<file path="src/rtl/store_commit_drain_if.sv">
// Store commit drain bus: retire-side commit lanes, status back to retire,
// and the valid/ready write request port towards the D-side memory.
//   commit_valid/addr/data/mask : up to N committed stores per cycle
//   csb_free_slots, csb_empty   : buffer occupancy status
//   mem_req_valid/addr/data/mask, mem_req_ready : memory write handshake
//   drain_done                  : one-cycle pulse per completed write
// slave modport is the drain block; master modport is its environment.
interface store_commit_drain_if #(
    parameter int unsigned N         = 2,
    parameter int unsigned CSB_DEPTH = 8,
    parameter int unsigned ADDR_W    = 32
);
    localparam int unsigned FS_W = $clog2(CSB_DEPTH + 1);

    logic [N-1:0]        commit_valid;
    logic [N*ADDR_W-1:0] commit_addr;
    logic [N*32-1:0]     commit_data;
    logic [N*4-1:0]      commit_mask;
    logic [FS_W-1:0]     csb_free_slots;
    logic                csb_empty;
    logic                mem_req_valid;
    logic [ADDR_W-1:0]   mem_req_addr;
    logic [31:0]         mem_req_data;
    logic [3:0]          mem_req_mask;
    logic                mem_req_ready;
    logic                drain_done;

    modport master (
        output commit_valid, commit_addr, commit_data, commit_mask, mem_req_ready,
        input  csb_free_slots, csb_empty, mem_req_valid, mem_req_addr,
        input  mem_req_data, mem_req_mask, drain_done
    );

    modport slave (
        input  commit_valid, commit_addr, commit_data, commit_mask, mem_req_ready,
        output csb_free_slots, csb_empty, mem_req_valid, mem_req_addr,
        output mem_req_data, mem_req_mask, drain_done
    );
endinterface

</file>
<file path="src/rtl/store_commit_drain.sv">
// Committed-store buffer (CSB) and drain engine. Buffers up to N retired
// stores per cycle in a circular FIFO and issues them in program order, one
// at a time, on the memory write handshake.
// Ports: clock, reset (synchronous, active-high), bus (store_commit_drain_if.slave).
// Optional feature: define STORE_COMMIT_COALESCE_EN to merge a committed lane
// into the youngest buffered entry when it targets the same word.
module store_commit_drain #(
    parameter int unsigned N         = 2,
    parameter int unsigned CSB_DEPTH = 8,
    parameter int unsigned ADDR_W    = 32
) (
    input  logic                 clock,
    input  logic                 reset,
    store_commit_drain_if.slave  bus
);
    localparam int unsigned PTR_W = $clog2(CSB_DEPTH);
    localparam int unsigned CNT_W = $clog2(CSB_DEPTH + 1);
    localparam int unsigned WA_W  = ADDR_W - 2;

    typedef struct packed {
        logic [WA_W-1:0] addr;
        logic [31:0]     data;
        logic [3:0]      mask;
    } entry_t;

    typedef enum logic {IDLE, SEND} state_e;

    state_e           state_q, state_d;
    entry_t           ent_q [CSB_DEPTH];
    entry_t           ent_d [CSB_DEPTH];
    logic [PTR_W-1:0] head_q, head_d, tail_q, tail_d;
    logic [CNT_W-1:0] count_q, count_d, alloc_n;
    entry_t           req_q, req_d;
    logic             req_valid_q, req_valid_d;
    logic             done_q, done_d;
    logic [CNT_W-1:0] free_q;
    logic             empty_q;
    logic             pop, load;
    logic [PTR_W-1:0] load_idx;
    logic             unused_addr_lsbs;
`ifdef STORE_COMMIT_COALESCE_EN
    logic             young_ok;
    logic [PTR_W-1:0] young_idx;
`endif

    // Drain FSM: loads the head entry into the output registers and pops it on handshake.
    always_comb begin
        state_d     = state_q;
        head_d      = head_q;
        req_d       = req_q;
        req_valid_d = req_valid_q;
        done_d      = 1'b0;
        pop         = 1'b0;
        load        = 1'b0;
        load_idx    = head_q;
        unique case (state_q)
            IDLE: begin
                if (count_q != '0) begin
                    load    = 1'b1;
                    state_d = SEND;
                end
            end
            SEND: begin
                if (bus.mem_req_ready) begin
                    pop    = 1'b1;
                    done_d = 1'b1;
                    head_d = head_q + PTR_W'(1);
                    // Back-to-back issue only from entries present before this edge.
                    if (count_q >= CNT_W'(2)) begin
                        load     = 1'b1;
                        load_idx = head_q + PTR_W'(1);
                    end else begin
                        state_d     = IDLE;
                        req_valid_d = 1'b0;
                    end
                end
            end
            default: state_d = IDLE;
        endcase
        if (load) begin
            req_valid_d = 1'b1;
            req_d       = ent_q[load_idx];
        end
    end

    // Enqueue valid lanes in lane order at tail (optionally merging into the youngest entry).
    always_comb begin
        entry_t lane_e;
        ent_d   = ent_q;
        tail_d  = tail_q;
        alloc_n = '0;
`ifdef STORE_COMMIT_COALESCE_EN
        young_ok  = (count_q != '0);
        young_idx = tail_q - PTR_W'(1);
`endif
        for (int l = 0; l < int'(N); l++) begin
            lane_e.addr = bus.commit_addr[l*ADDR_W + 2 +: WA_W];
            lane_e.data = bus.commit_data[l*32 +: 32];
            lane_e.mask = bus.commit_mask[l*4 +: 4];
            if (bus.commit_valid[l]) begin
`ifdef STORE_COMMIT_COALESCE_EN
                // An entry sitting in, or entering, the output registers is frozen.
                if (young_ok && (ent_d[young_idx].addr == lane_e.addr) &&
                    !((state_q == SEND && young_idx == head_q) ||
                      (load && young_idx == load_idx))) begin
                    for (int b = 0; b < 4; b++) begin
                        if (lane_e.mask[b]) begin
                            ent_d[young_idx].data[8*b +: 8] = lane_e.data[8*b +: 8];
                        end
                    end
                    ent_d[young_idx].mask = ent_d[young_idx].mask | lane_e.mask;
                end else begin
                    ent_d[tail_d] = lane_e;
                    young_idx     = tail_d;
                    young_ok      = 1'b1;
                    tail_d        = tail_d + PTR_W'(1);
                    alloc_n       = alloc_n + CNT_W'(1);
                end
`else
                ent_d[tail_d] = lane_e;
                tail_d        = tail_d + PTR_W'(1);
                alloc_n       = alloc_n + CNT_W'(1);
`endif
            end
        end
    end

    // Address bits [1:0] are ignored; stores are word-aligned.
    always_comb begin
        unused_addr_lsbs = 1'b0;
        for (int l = 0; l < int'(N); l++) begin
            unused_addr_lsbs = unused_addr_lsbs ^ (^bus.commit_addr[l*ADDR_W +: 2]);
        end
    end

    assign count_d = count_q + alloc_n - CNT_W'(pop);

    // State, storage and registered status outputs.
    always_ff @(posedge clock) begin
        if (reset) begin
            state_q     <= IDLE;
            head_q      <= '0;
            tail_q      <= '0;
            count_q     <= '0;
            req_q       <= '0;
            req_valid_q <= 1'b0;
            done_q      <= 1'b0;
            free_q      <= CNT_W'(CSB_DEPTH);
            empty_q     <= 1'b1;
            for (int i = 0; i < int'(CSB_DEPTH); i++) begin
                ent_q[i] <= '0;
            end
        end else begin
            state_q     <= state_d;
            head_q      <= head_d;
            tail_q      <= tail_d;
            count_q     <= count_d;
            req_q       <= req_d;
            req_valid_q <= req_valid_d;
            done_q      <= done_d;
            free_q      <= CNT_W'(CSB_DEPTH) - count_d;
            empty_q     <= (count_d == '0) && (state_d == IDLE);
            for (int i = 0; i < int'(CSB_DEPTH); i++) begin
                ent_q[i] <= ent_d[i];
            end
        end
    end

    // Retire must never commit more slots than are free.
    always @(posedge clock) begin
        if (!reset) begin
            assert (alloc_n <= CNT_W'(CSB_DEPTH) - count_q)
                else $error("store_commit_drain: committed-store buffer overflow");
        end
    end

    assign bus.csb_free_slots = free_q;
    assign bus.csb_empty      = empty_q;
    assign bus.mem_req_valid  = req_valid_q;
    assign bus.mem_req_addr   = {req_q.addr, 2'b00};
    assign bus.mem_req_data   = req_q.data;
    assign bus.mem_req_mask   = req_q.mask;
    assign bus.drain_done     = done_q;
endmodule

</file>
<file path="src/flat_wrapper.sv">
// flat-port wrapper written by rule: the top's interface ports become plain ports
module store_commit_drain_flat 
#(
    parameter int unsigned N         = 2,
    parameter int unsigned CSB_DEPTH = 8,
    parameter int unsigned ADDR_W    = 32
)
  (clock, reset, bus_commit_valid, bus_commit_addr, bus_commit_data, bus_commit_mask, bus_mem_req_ready, bus_csb_free_slots, bus_csb_empty, bus_mem_req_valid, bus_mem_req_addr, bus_mem_req_data, bus_mem_req_mask, bus_drain_done);
  store_commit_drain_if #(.N(N), .CSB_DEPTH(CSB_DEPTH), .ADDR_W(ADDR_W)) bus_i ();
  input  logic clock;
  input  logic reset;
  input wire logic [$bits(bus_i.commit_valid)-1:0] bus_commit_valid;
  input wire logic [$bits(bus_i.commit_addr)-1:0] bus_commit_addr;
  input wire logic [$bits(bus_i.commit_data)-1:0] bus_commit_data;
  input wire logic [$bits(bus_i.commit_mask)-1:0] bus_commit_mask;
  input wire logic [$bits(bus_i.mem_req_ready)-1:0] bus_mem_req_ready;
  output wire logic [$bits(bus_i.csb_free_slots)-1:0] bus_csb_free_slots;
  output wire logic [$bits(bus_i.csb_empty)-1:0] bus_csb_empty;
  output wire logic [$bits(bus_i.mem_req_valid)-1:0] bus_mem_req_valid;
  output wire logic [$bits(bus_i.mem_req_addr)-1:0] bus_mem_req_addr;
  output wire logic [$bits(bus_i.mem_req_data)-1:0] bus_mem_req_data;
  output wire logic [$bits(bus_i.mem_req_mask)-1:0] bus_mem_req_mask;
  output wire logic [$bits(bus_i.drain_done)-1:0] bus_drain_done;
  assign bus_i.commit_valid = bus_commit_valid;
  assign bus_i.commit_addr = bus_commit_addr;
  assign bus_i.commit_data = bus_commit_data;
  assign bus_i.commit_mask = bus_commit_mask;
  assign bus_i.mem_req_ready = bus_mem_req_ready;
  assign bus_csb_free_slots = bus_i.csb_free_slots;
  assign bus_csb_empty = bus_i.csb_empty;
  assign bus_mem_req_valid = bus_i.mem_req_valid;
  assign bus_mem_req_addr = bus_i.mem_req_addr;
  assign bus_mem_req_data = bus_i.mem_req_data;
  assign bus_mem_req_mask = bus_i.mem_req_mask;
  assign bus_drain_done = bus_i.drain_done;
  store_commit_drain #(.N(N), .CSB_DEPTH(CSB_DEPTH), .ADDR_W(ADDR_W)) u_core (.clock(clock), .reset(reset), .bus(bus_i));
endmodule
</file>
<file path="config.mk">
export PLATFORM = sky130hd
export DESIGN_NAME = store_commit_drain_flat
export DESIGN_NICKNAME = d
export VERILOG_FILES = /design/src/rtl/store_commit_drain_if.sv /design/src/rtl/store_commit_drain.sv /design/src/flat_wrapper.sv
export SDC_FILE = /design/constraint.sdc
export NUM_CORES = 2
export LEC_CHECK = 0
export ABC_AREA = 1
export CAP_MARGIN = 20
export CORE_ASPECT_RATIO = 1.25
export CORE_UTILIZATION = 30
export DETAILED_ROUTE_END_ITERATION = 10
export PLACE_DENSITY = 0.45
export SETUP_SLACK_MARGIN = 0.5
export SYNTH_ARGS = -nofsm -noshare
export SYNTH_HDL_FRONTEND = slang
export SYNTH_SLANG_ARGS = --single-unit
</file>
<file path="constraint.sdc">
create_clock -name clock -period 5.25 [get_ports clock]
set_input_delay 1.05 -clock clock [delete_from_list [all_inputs] [get_ports clock]]
set_output_delay 1.05 -clock clock [all_outputs]
set_load 0.01 [all_outputs]
</file>
# Word-level counts from Yosys, hierarchy flattened
# Index checks and enable logic that the tools add are counted.
# totals
latchBits,0
mem_bits_ro,0
out_inout_bits,75
in_bits,141
wordCells,93
mem_bits_rw,0
mem_count,0
reg_bits,612
# classes
n_eq_ne,1
mux,30
div_mod_pow,0
n_reduce_logical,9
mul,0
magnitude_cmp,6
add_sub_neg,7
shifts,0
bitwise,5
# ops
op,n
bitwise mux 528 bit,2
two-way mux 528 bit,2
demux 66 bit (select 3 bit),2
two-way mux 66 bit,4
binary-select mux 66 bit (select 3 bit),1
two-way mux 3 bit,5
"greater-or-equal comparator 4 bit, second input constant",3
inverter 3 -> 4 bit,3
two-way mux 1 bit,11
"adder 3 x 1 -> 3 bit, second input constant",3
"< comparator 4 x 1 -> 1 bit, second input constant",2
adder 4 bit,1
"greater-or-equal comparator 4 x 2 -> 1 bit, second input constant",1
logical NOT 4 bit,1
two-way mux 4 bit,1
case mux 1 bit (2 select lines),2
nonzero test 2 bit,2
nonzero test 4 bit,1
subtractor 4 x 1 -> 4 bit,1
"subtractor 4 bit, first input constant",1
logical AND 1 bit,3
AND reduction 3 bit,1
"adder 1 x 1 -> 2 bit, second input constant",1
"inequality test 2 x 1 -> 1 bit, second input constant",1
2 further kinds,3

# Depth between registers and ports, before layout
# depth
depth_word,9
ltp_mapped,15
depth_no_buf,13

# Least setup slack after synthesis
# No wires, ideal clock.
# synth_path
path_type,input -> register
start,input bus_mem_req_ready
end,"register u_core.free_q[3], in the netlist u_core.bus.csb_free_slots[3]"
t_required_ps,5127
cell_stages,13
n_path_buf,0
t_arrival_ps,2929
path_slack_ps,2198
setup_time_ps,123
cell_sequence,nand2_2 -> inv_4 -> ha_1 -> inv_1 -> ha_1 -> inv_1 -> fa_1 -> or2_2 -> nand2_1 -> inv_1 -> nand3_1 -> xor2_1 -> or2_2
# synth_between
elab_chain_cells,4
# synth_rtl
element,line_no,source
"start, declared",flat_wrapper.sv:16,input wire logic [$bits(bus_i.mem_req_ready)-1:0] bus_mem_req_ready;
two-way mux 1 bit,store_commit_drain.sv:64,if (bus.mem_req_ready) begin
two-way mux 1 bit,store_commit_drain.sv:56,unique case (state_q)
subtractor 4 x 1 -> 4 bit,store_commit_drain.sv:136,assign count_d = count_q + alloc_n - CNT_W'(pop);
subtractor 4 bit,store_commit_drain.sv:161,free_q <= CNT_W'(CSB_DEPTH) - count_d;
"end signal, assigned",store_commit_drain.sv:148,free_q <= CNT_W'(CSB_DEPTH);
"end signal, assigned",store_commit_drain.sv:161,
"end, declared",store_commit_drain.sv:36,logic [CNT_W-1:0] free_q;
# No other way between the ends.
# A chain may end at the register's enable or synchronous reset.

# Final worst setup path
# layout_path
start,input bus_mem_req_ready
end,"register u_core.req_q, in the netlist u_core.bus.mem_req_addr[9]"
# layout_between
elab_chain_cells,6
word_cells_on_any_way,8
classes_between,mux: 7; bitwise: 1
# layout_rtl
element,line_no,source
two-way mux 3 bit,store_commit_drain.sv:64,
two-way mux 3 bit,store_commit_drain.sv:56,
inverter 3 -> 4 bit (not written as such),store_commit_drain.sv:82,req_d = ent_q[load_idx];
binary-select mux 66 bit (select 3 bit),store_commit_drain.sv:82,
two-way mux 66 bit (not written as such) (2 in series),store_commit_drain.sv:82,
"end signal, assigned",store_commit_drain.sv:158,req_q <= req_d;
"end, declared",store_commit_drain.sv:33,"entry_t req_q, req_d;"
# Parallel ways exist; a longest one is shown, timed or not. The select of a mux whose other input is x is not followed.

==> run_results.csv <==
group,metric,value,unit
run_status,status,"finished clean",
floorplan,start_util,30.3,%
synth,synth_cells,4677,
cts,clock_latency,0.64,ns
synth,yosysWarnings,0,
setup_path,cpLargestDelayFamily,"buffers and inverters",
synth,synth_top_flop_cell,"dfxtp_1",
setup_path,slowest_stage,"buf_4",
cts,cts-htree-levels,3,
floorplan,core.rowCount,132,
synth,synthArstFlopShare,0,%
setup_path,end_kind,"flip-flop",
route,vias,32600,
cts,cts_setup_buffers,0,
route,route.detailed.drc,0,
route,totalWireLength,131,mm
job,maxCapViolations,0,
sta,setup_viol,0,
floorplan,dieWidth,292,um
sta,layout_worst_path_cycle_share,68.1,%
sta,finalHoldViolations,0,
cts,cts_buffers,74,
setup_path,critPathKind,"input port to flip-flop",
setup_path,path_buf_inv,5,
route,viasPerCell,5.45,
setup_path,crit_fanout,38,
cts,cts_buffer_depth,3,
placed_design,globalplace.congestion,0.757,
route,drt_pass1_iterations,6,
global_route,antenna_found_initial,2,
floorplan,core,104000,sq um
route,wire_per_inst,21.9,um
cts,clock-sinks,611,
cts,clk_pin_slew,0.06,ns
cts,cts_resized,0,
route,drt_iter0_markers,2942,
floorplan,io_pins,216,
power,p_leak,14.3,nW
sta,rsz0062_at_grt,"false",
cells_and_area,n_antenna_cell,0,
cts,clockRootBuffer,"clkbuf_16",
sta,slew_violations,0,
sta,skew,0.0292,ns
sta,worst_slew_pin_slew,1.02,ns
cells_and_area,fillers,11200,
power,powerDensity,432,nW/um^2
global_route,grt_use_total,24.1,%
hold_path,hp-class,"flip-flop to flip-flop",
setup_path,cpPeakStageDelay,0.75,ns
sta,maxSlewHeadroom,32.3,%
floorplan,chipHeight,364,um
sta,fin_crit,3.58,ns
setup_path,path_cells,"clkdlybuf4s50_1 > nand2_2 > inv_4 > nand2_2 > o21ai_4 > buf_4 > buf_4 > nand3_1 > nand3_1 > nand2_1 > inv_1",
setup_path,worst_setup_path_start_kind,"input port",
cells_and_area,drive_above_1_share,5.35,%
synth,synth_cell_types,31,
synth,syn_avg_cell_area,6.72,sq um
sta,fmax,280,MHz
global_route,grt_pass1_vias,30300,
global_route,grt_pass1_wl,197,mm
floorplan,die_area,106000,sq um
placed_design,hpwl,70.4,mm
hold_path,min_from,"u_core.ent_q[57]",
power,peakVddDrop,0.000341,V
setup_path,r2r_slack,2.02,ns
cts,cts_tree,"yes",
synth,syn_area,31400,sq um
synth,synth-edff-count,0,
cts,ctsHoldBuffers,0,
power,totalPowerFinal,0.0159,W
setup_path,startpoint,"bus_mem_req_ready",
route,antenna_left,0,
placed_design,port_buffers,209,
setup_path,r2r-start,"u_core.count_q[2]",
global_route,gr-total-overflow,0,
cells_and_area,synthToLayoutAreaGrowth,16.8,%
cells_and_area,finalNetCount,4749,
global_route,grt_max_degree,133,
sta,tns,0,ns
setup_path,cp.arrival,4.16,ns
setup_path,critPathRequiredTime,5.83,ns
synth,yosysSeqAreaShare,38.9,%
synth,ys_ff_latch,611,
-- flip-flops by register name, summed over array words and instances (netlist names) --
| register | cells |
|---|---|
| u_core.bus.mem_req_mask | 4 |
| u_core.head_q | 3 |
| u_core.count_q | 3 |
| u_core.ent_q | 528 |
| u_core.bus.mem_req_data | 32 |
| u_core.tail_q | 3 |
| u_core.bus.mem_req_addr | 30 |
| u_core.bus.csb_free_slots | 4 |
| u_core.bus.mem_req_valid | 1 |
| u_core.state_q | 1 |
| u_core.bus.csb_empty | 1 |
| u_core.bus.drain_done | 1 |
-- cell families (layout without fill, tap and decap cells) --
kind of cell / after synthesis / after routing / synth area share [%]
muxes: 20 / 20 / 0.716
DFF: 611 / 611 / 38.9
xor gates and xnor gates: 3 / 3 / 0.0836
adders and majority gates: 12 / 12 / 0.501
other: 1 / 2 / 0.0119
buffers and inverters: 743 / 716 / 10.2
and+or+nand+nor: 1641 / 1641 / 23.2
AOI/OAI and AO/OA: 1646 / 1646 / 26.4
-- per-layer routing --
metal | global-route usage (%) | share of wire, % | wire [um] | vias to the layer above
met2 | 41.3 | 48 | 63000 | 1099
met3 | 3.13 | 6.0 | 7830 | 165
met4 | 6.40 | 2.1 | 2720 | 0
met5 | 0 | 0 | 0 | -
li1 | - | - | - | 15800
met1 | 31.7 | 44 | 57900 | 15600
-- placed cells by master, fill, tap and decap left out, drive strengths merged, types with 20 or more instances in the layout --
cell type and n:
clkbuf 114, inv 300, mux2 20, nand2 811, buf 78, dfxtp 611, nor2 27, a21oi 488
a31oi 47, clkdlybuf4s50 209, o21ai 1109, nand3 801
-- report_power, final --
part           total, W  internal, W  switching, W
sequential      0.00542      0.00514      0.000274
combinational   0.00512      0.00162       0.00350
clock           0.00533      0.00312       0.00221
total            0.0159      0.00988       0.00598
-- cell usage after synthesis (2+ instances only) --
library cell | number | share of area [%]
o21ai_0 | 1039 | 17
nand3_1 | 800 | 13
nand2_1 | 799 | 9.5
dfxtp_1 | 611 | 39
a21oi_1 | 488 | 7.8
inv_1 | 290 | 3.5
buf_2 | 209 | 3.3
clkbuf_1 | 189 | 2.3
o21ai_1 | 69 | 1.1
a31oi_1 | 47 | 0.94
buf_4 | 21 | 0.50
buf_1 | 16 | 0.19
nor2_1 | 14 | 0.17
ha_1 | 11 | 0.44
mux2_2 | 11 | 0.39
nand2_2 | 11 | 0.22
buf_6 | 10 | 0.36
mux2_1 | 9 | 0.32
nor2_4 | 9 | 0.32
inv_2 | 7 | 0.084
nor2_2 | 4 | 0.080
xor2_1 | 3 | 0.084
or2_2 | 2 | 0.040
-- tightest hold or removal path, cell delays in order, from the launching register on --
cell	delay, ns
dfxtp_1	0.31
o21ai_0	0.07
a31oi_1	0.07
-- stage by stage --
step | utilization [%] | cells | hold WS, ns | instance area, sq um | setup WS (ns)
global placement | 33.1 | 5860 | 0.480 | 34300 | 1.06
floorplan | - | 4678 | 0.466 | 31400 | 2.20
global route | 35.4 | 5991 | 0.512 | 36700 | 1.51
finish | 35.4 | 5991 | 0.493 | 36700 | 1.67
detailed placement | 33.1 | 5860 | 0.485 | 34300 | 1.07
CTS | 35.4 | 5991 | 0.494 | 36700 | 1.73
-- final cells by class --
class	count	area [sq um]	share of cell area [%]
Tap cell	1340	1680	4.56
Clock buffer	114	2220	6.06
Inverter	298	1130	3.09
Clock inverter	17	225	0.613
Sequential cell	611	12200	33.3
Timing Repair Buffer	287	3090	8.41
Multi-Input combinational cell	3324	16200	44.0
-- path summary, 6_finish.rpt --
check,cells after the start,end
worst max-delay path,11,u_core.bus.mem_req_addr[9]
worst min-delay path,2,u_core.ent_q[57]
worst max register to register,12,u_core.bus.mem_req_addr[9]
worst min register to register,2,u_core.ent_q[57]
Note: power is estimated with default switching activity, not from simulation.
